### config.mk
export PLATFORM = sky130hd
export DESIGN_NAME = rx_pkt_fifo_ctrl_flat
export DESIGN_NICKNAME = d
export VERILOG_FILES = /design/src/rtl/rx_pkt_fifo_ctrl_if.sv /design/src/rtl/rx_pkt_fifo_ctrl.sv /design/src/flat_wrapper.sv
export SDC_FILE = /design/constraint.sdc
export NUM_CORES = 1
export LEC_CHECK = 0
export BUFFER_PORTS_ARGS = -buffer_cell sky130_fd_sc_hd__buf_2
export CORE_ASPECT_RATIO = 1.25
export CORE_MARGIN = 8
export CORE_UTILIZATION = 51
export CTS_BUF_LIST = sky130_fd_sc_hd__clkbuf_4
export DETAILED_ROUTE_END_ITERATION = 10
export PLACE_DENSITY = 0.82
export REMOVE_ABC_BUFFERS = 1
export SYNTH_ARGS = -nofsm -noshare
export SYNTH_HDL_FRONTEND = slang
export SYNTH_SLANG_ARGS = --single-unit
### constraint.sdc
create_clock -name user_clk -period 2.7 [get_ports user_clk]
set_input_delay 0.54 -clock user_clk [delete_from_list [all_inputs] [get_ports user_clk]]
set_output_delay 0.54 -clock user_clk [all_outputs]
set_load 0.005 [all_outputs]
### src/rtl/rx_pkt_fifo_ctrl_if.sv
// Bundles the loopback receive stream, the data FIFO write port and the status word.
// No latency of its own; master is the stream/FIFO side, slave is the controller.
// No backpressure on the stream; the FIFO side reports occupancy only.
interface rx_pkt_fifo_ctrl_if #(
    parameter int FIFO_AW = 9
);
    logic [63:0]      in_data;
    logic             in_valid;
    logic             in_eof;
    logic             cnt_clr;
    logic [FIFO_AW:0] fifo_count;
    logic             fifo_wr_en;
    logic [64:0]      fifo_din;
    logic [31:0]      status;

    modport master (
        output in_data, in_valid, in_eof, cnt_clr, fifo_count,
        input  fifo_wr_en, fifo_din, status
    );

    modport slave (
        input  in_data, in_valid, in_eof, cnt_clr, fifo_count,
        output fifo_wr_en, fifo_din, status
    );
endinterface

### src/rtl/rx_pkt_fifo_ctrl.sv
// Admits whole receive packets into the {eof,data} FIFO, dropping or truncating as needed.
// Latency: one cycle from an accepted input word to the FIFO write strobe and status update.
// No backpressure: words that cannot be stored are discarded and counted, never stalled.
module rx_pkt_fifo_ctrl #(
    parameter int FIFO_AW       = 9,
    parameter int MAX_PKT_WORDS = 128,
    parameter int MARGIN        = 2
) (
    input  logic                user_clk,
    input  logic                user_rst_n,
    rx_pkt_fifo_ctrl_if.slave   bus
);
    localparam int WCW = $clog2(MAX_PKT_WORDS + 1);

    // Full depth and admission threshold, both at the FIFO count width.
    localparam logic [FIFO_AW:0] DEPTH    = {1'b1, {FIFO_AW{1'b0}}};
    localparam logic [FIFO_AW:0] ADMIT_TH = (FIFO_AW+1)'(MAX_PKT_WORDS + MARGIN);
    // word_cnt value at which the incoming word is the last one we may store.
    localparam logic [WCW-1:0]   LAST_CNT = WCW'(MAX_PKT_WORDS - 1);

    typedef enum logic [1:0] {
        IDLE = 2'd0,
        PASS = 2'd1,
        DROP = 2'd2
    } state_t;

    state_t         r_state;
    logic [WCW-1:0] r_word_cnt;
    logic           r_wr_en;
    logic [64:0]    r_din;
    logic [5:0]     r_ovs_cnt;
    logic [7:0]     r_drop_cnt;
    logic [15:0]    r_pkt_cnt;

    logic [FIFO_AW:0] w_free;
    logic             w_admit;
    logic             w_last;
    logic             w_pkt_evt;
    logic             w_drop_evt;
    logic             w_ovs_evt;

    // Free space is only sampled on a packet's first word; MARGIN absorbs occupancy lag.
    assign w_free  = DEPTH - bus.fifo_count;
    assign w_admit = (w_free >= ADMIT_TH);
    assign w_last  = (r_word_cnt == LAST_CNT);

    // Decode the counter events for the current input word.
    always_comb begin
        w_pkt_evt  = 1'b0;
        w_drop_evt = 1'b0;
        w_ovs_evt  = 1'b0;
        if (bus.in_valid) begin
            case (r_state)
                IDLE: begin
                    if (w_admit) w_pkt_evt  = bus.in_eof;
                    else         w_drop_evt = 1'b1;
                end
                PASS: begin
                    if (bus.in_eof) begin
                        w_pkt_evt = 1'b1;
                    end else if (w_last) begin
                        w_pkt_evt = 1'b1;
                        w_ovs_evt = 1'b1;
                    end
                end
                default: ;
            endcase
        end
    end

    // Packet FSM with registered FIFO write port; an in-packet eof always wins over truncation.
    always_ff @(posedge user_clk or negedge user_rst_n) begin
        if (!user_rst_n) begin
            r_state    <= IDLE;
            r_word_cnt <= '0;
            r_wr_en    <= 1'b0;
            r_din      <= '0;
        end else begin
            r_wr_en <= 1'b0;
            case (r_state)
                IDLE: begin
                    if (bus.in_valid) begin
                        if (w_admit) begin
                            r_wr_en    <= 1'b1;
                            r_din      <= {bus.in_eof, bus.in_data};
                            r_word_cnt <= WCW'(1);
                            r_state    <= bus.in_eof ? IDLE : PASS;
                        end else begin
                            r_state    <= bus.in_eof ? IDLE : DROP;
                        end
                    end
                end
                PASS: begin
                    if (bus.in_valid) begin
                        r_wr_en    <= 1'b1;
                        r_word_cnt <= r_word_cnt + WCW'(1);
                        if (bus.in_eof) begin
                            r_din   <= {1'b1, bus.in_data};
                            r_state <= IDLE;
                        end else if (w_last) begin
                            // Truncate: close the stored packet and discard the tail.
                            r_din   <= {1'b1, bus.in_data};
                            r_state <= DROP;
                        end else begin
                            r_din   <= {1'b0, bus.in_data};
                        end
                    end
                end
                DROP: begin
                    if (bus.in_valid && bus.in_eof) r_state <= IDLE;
                end
                default: r_state <= IDLE;
            endcase
        end
    end

    // Status counters: clear has priority, so an event coinciding with it is lost.
    always_ff @(posedge user_clk or negedge user_rst_n) begin
        if (!user_rst_n) begin
            r_pkt_cnt  <= '0;
            r_drop_cnt <= '0;
            r_ovs_cnt  <= '0;
        end else if (bus.cnt_clr) begin
            r_pkt_cnt  <= '0;
            r_drop_cnt <= '0;
            r_ovs_cnt  <= '0;
        end else begin
            if (w_pkt_evt)                       r_pkt_cnt  <= r_pkt_cnt + 16'd1;
            if (w_drop_evt && (r_drop_cnt != '1)) r_drop_cnt <= r_drop_cnt + 8'd1;
            if (w_ovs_evt && (r_ovs_cnt != '1))   r_ovs_cnt  <= r_ovs_cnt + 6'd1;
        end
    end

    assign bus.fifo_wr_en = r_wr_en;
    assign bus.fifo_din   = r_din;
    assign bus.status     = {r_state, r_ovs_cnt, r_drop_cnt, r_pkt_cnt};

endmodule

### src/flat_wrapper.sv
// flat-port wrapper written by rule: the top's interface ports become plain ports
module rx_pkt_fifo_ctrl_flat 
#(
    parameter int FIFO_AW       = 9,
    parameter int MAX_PKT_WORDS = 128,
    parameter int MARGIN        = 2
)
  (user_clk, user_rst_n, bus_in_data, bus_in_valid, bus_in_eof, bus_cnt_clr, bus_fifo_count, bus_fifo_wr_en, bus_fifo_din, bus_status);
  rx_pkt_fifo_ctrl_if #(.FIFO_AW(FIFO_AW)) bus_i ();
  input  logic user_clk;
  input  logic user_rst_n;
  input wire logic [$bits(bus_i.in_data)-1:0] bus_in_data;
  input wire logic [$bits(bus_i.in_valid)-1:0] bus_in_valid;
  input wire logic [$bits(bus_i.in_eof)-1:0] bus_in_eof;
  input wire logic [$bits(bus_i.cnt_clr)-1:0] bus_cnt_clr;
  input wire logic [$bits(bus_i.fifo_count)-1:0] bus_fifo_count;
  output wire logic [$bits(bus_i.fifo_wr_en)-1:0] bus_fifo_wr_en;
  output wire logic [$bits(bus_i.fifo_din)-1:0] bus_fifo_din;
  output wire logic [$bits(bus_i.status)-1:0] bus_status;
  assign bus_i.in_data = bus_in_data;
  assign bus_i.in_valid = bus_in_valid;
  assign bus_i.in_eof = bus_in_eof;
  assign bus_i.cnt_clr = bus_cnt_clr;
  assign bus_i.fifo_count = bus_fifo_count;
  assign bus_fifo_wr_en = bus_i.fifo_wr_en;
  assign bus_fifo_din = bus_i.fifo_din;
  assign bus_status = bus_i.status;
  rx_pkt_fifo_ctrl #(.FIFO_AW(FIFO_AW), .MAX_PKT_WORDS(MAX_PKT_WORDS), .MARGIN(MARGIN)) u_core (.user_clk(user_clk), .user_rst_n(user_rst_n), .bus(bus_i));
endmodule
==> reports/results.tsv <==
metric	value	unit
status	complete, no violations	
final hold violations	0	
fin crit period	2590	ps
Post-CTS Hold Fix Bufs	0	
ANT nets after route	0	
Critical Path End Type	flop	
commonest non-fill, non-tap cell in the layout	buf_2	
final cell utilization of the core	68.0	%
post-place setup slack	-459	ps
CP Max Fanout	18	
DRC	0	
largest net degree at the start of global routing	53	
post-synthesis sequential area ratio	55.6	%
top cells by area, synth	dfrtp_1 (56%), mux2_2 (16%), a21oi_1 (2.2%)	
first-pass GRT wire length	19.4	mm
nets@finish	685	
Congestion Overflow GR	0	
fin crit share	96.0	%
full die area	0.0127	mm2
clk slew on worst S/H paths	160	ps
clk sink count	106	
most frequent cells in the layout	buf_2 (175), dfrtp_1 (106), mux2_2 (66)	
worst reg2reg path depth	8	
Setup WS post-layout	109	ps
max-slew violations	0	
total routed wirelength	12.0	mm
Initial DRT Pass Iterations	4	
Post-synth ARST share	100	%
post-synth top area cell	dfrtp_1	
Synth cell types	44	
#FFs+latches synth	106	
Worst-Skew Late Latency	460	ps
r2r endpoint	u_core.r_pkt_cnt[12]$_DFFE_PN0P_	
Worst Skew	20.6	ps
DRT iter0 DRCs	126	
row cnt	39	
maxcap violations	0	
Most used DFF post-synth	dfrtp_1	
Syn-to-layout area delta	30.1	%
wire per inst	16.4	um
endpoints failing setup	0	
type of the worst setup path	in2reg	
RSZ-0062 raised after global routing	no	
worst stage delay on the critical path	400	ps
worst hold-check path type	in2async	
RePlAce Congestion	0.929	
EDFF count, synth	0	
VDD IR-drop max	0.388	mV
critical path's slowest cell	or3b_1	
share of cells above drive strength 1	50.9	%
PortBufs	176	
Worst EP required	3050	ps
CP Cell Sequence	buf_2 > inv_1 > ha_1 > or3b_1 > nor4b_1 > buf_4 > nor3b_4 > buf_4 > o31ai_4 > buf_12 > buf_12 > mux2_2	
top cell type's share of synthesized area	55.6	%
I/O pin cnt	177	
synthesized area per cell	12.2	um2
Via Count	3845	
f_max	386	MHz
die width	102	um
Core Box Area	0.00913	mm2
Worst Tran Pin Value	651	ps
Initial Util	52.2	%
internal reg-to-reg setup slack	240	ps
Startpoint Class	input pin	
max_slew headroom	56.6	%
CTS Root Cell	clkbuf_4	
crit path capture	u_core.bus.fifo_din[46]$_DFFE_PN0P_	
Synth Warn #	0	
CTS Buf Count	9	
H-Tree Depth	3	
CTS tree	yes	
initial antenna violation count	1	
setup TNS	0	ps
chip height	124	um
Pleak	2.97	nW
Mapped Cells	390	
Tot GR Track Use	19.4	%
crit path from	bus_fifo_count[0]	
Max clock buf depth	2	
worst endpoint data arrival time	2940	ps
vias per inst	5.27	
Post-Syn Area	0.00477	mm2
Final HPWL DP	9.37	mm
FF-to-FF Start	u_core.r_word_cnt[0]$_DFFE_PN0P_	
number of global-route vias before repair	4109	
Pwr per Cell Area	546	mW/mm2
[worst max-delay path: cells and delay by family]
family	cells	cell delay [ps]
mux	1	340
buf+inv	6	870
compound gates	1	270
fa+ha+maj	1	180
simple gates	3	740
[flip-flops by register name (all words and copies together), names as in the netlist]
register               count
u_core.bus.fifo_din       65
u_core.r_pkt_cnt          16
u_core.r_drop_cnt          8
u_core.r_word_cnt          8
u_core.r_ovs_cnt           6
u_core.r_state             2
u_core.bus.fifo_wr_en      1
[synthesized netlist by cell type, drive strengths merged (4+ instances only)]
library cell	n
nor2	27
ha	6
clkbuf	5
xnor2	8
nor4	5
inv	5
and3	6
o31ai	9
or3	12
buf	10
nand4	4
xor2	7
nor2b	6
a21oi	21
dfrtp	106
mux2i	4
or4	10
o21ai	17
nand2	18
nand2b	6
mux2	66
nand3	11
[power by group]
group          total [W]  switching [W]  internal (W)
combinational   0.000775       0.000355      0.000420
sequential       0.00188       0.000109       0.00177
clock           0.000729       0.000516      0.000213
[per-stage QoR]
stage	hold slack (ps)	instance area, um2	std cells	power, W
after global routing	111	6200	729	0.00357
after floorplan	244	4680	375	0.00225
after detailed placement	472	6060	712	0.00270
final	85.0	6200	729	0.00339
after global placement	459	6060	712	0.00266
after CTS	77.6	6190	728	0.00342
[worst min path at each step]
stage	from	to	slack, ps
floorplan	user_rst_n	u_core.bus.fifo_din[0]$_DFFE_PN0P_	240
global placement	u_core.bus.fifo_din[64]$_DFFE_PN0P_	u_core.bus.fifo_din[64]$_DFFE_PN0P_	460
detailed placement	u_core.bus.fifo_din[64]$_DFFE_PN0P_	u_core.bus.fifo_din[64]$_DFFE_PN0P_	470
CTS	user_rst_n	u_core.bus.fifo_din[18]$_DFFE_PN0P_	80
global route	user_rst_n	u_core.bus.fifo_din[58]$_DFFE_PN0P_	110
finish	user_rst_n	u_core.bus.fifo_din[18]$_DFFE_PN0P_	90
[repair_timing]
item | CTS | global route
endpoints found under the setup margin | 0 | 11
resized for setup | 0 | 3
buffers inserted | 0 | 0
[routing by layer]
| layer | vias up | track usage [%] | part of all wire (%) |
|---|---|---|---|
| met5 | - | 0 | 0 |
| met4 | 0 | 8.46 | 2.1 |
| li1 | 1834 | - | - |
| met1 | 1858 | 20.9 | 37 |
| met3 | 18 | 5.82 | 8.7 |
| met2 | 135 | 34.4 | 53 |
[area by class of cell]
cell class | instances | area (um2)
Fill cell | 713 | 2920
Clock buffer | 11 | 82.6
Tap cell | 123 | 154
Multi-Input combinational cell | 264 | 2020
Antenna cell | 1 | 2.50
Sequential cell | 106 | 2650
Clock inverter | 5 | 38.8
Timing Repair Buffer | 214 | 1230
Inverter | 5 | 18.8
[logic make-up (layout without fill, tap and decap cells)]
kind of cell	Yosys count	count (layout)	share of synthesized area, %
XOR/XNOR	15	15	2.76
other	0	1	0
adder cells (fa/ha/maj)	6	6	1.57
buffers and inverters	20	235	2.23
AND/OR/NAND/NOR	115	115	13.6
multiplexers	70	70	16.4
AO/OA/AOI/OAI	58	58	7.77
flip-flops	106	106	55.6
(Power assumes the default switching activity.)
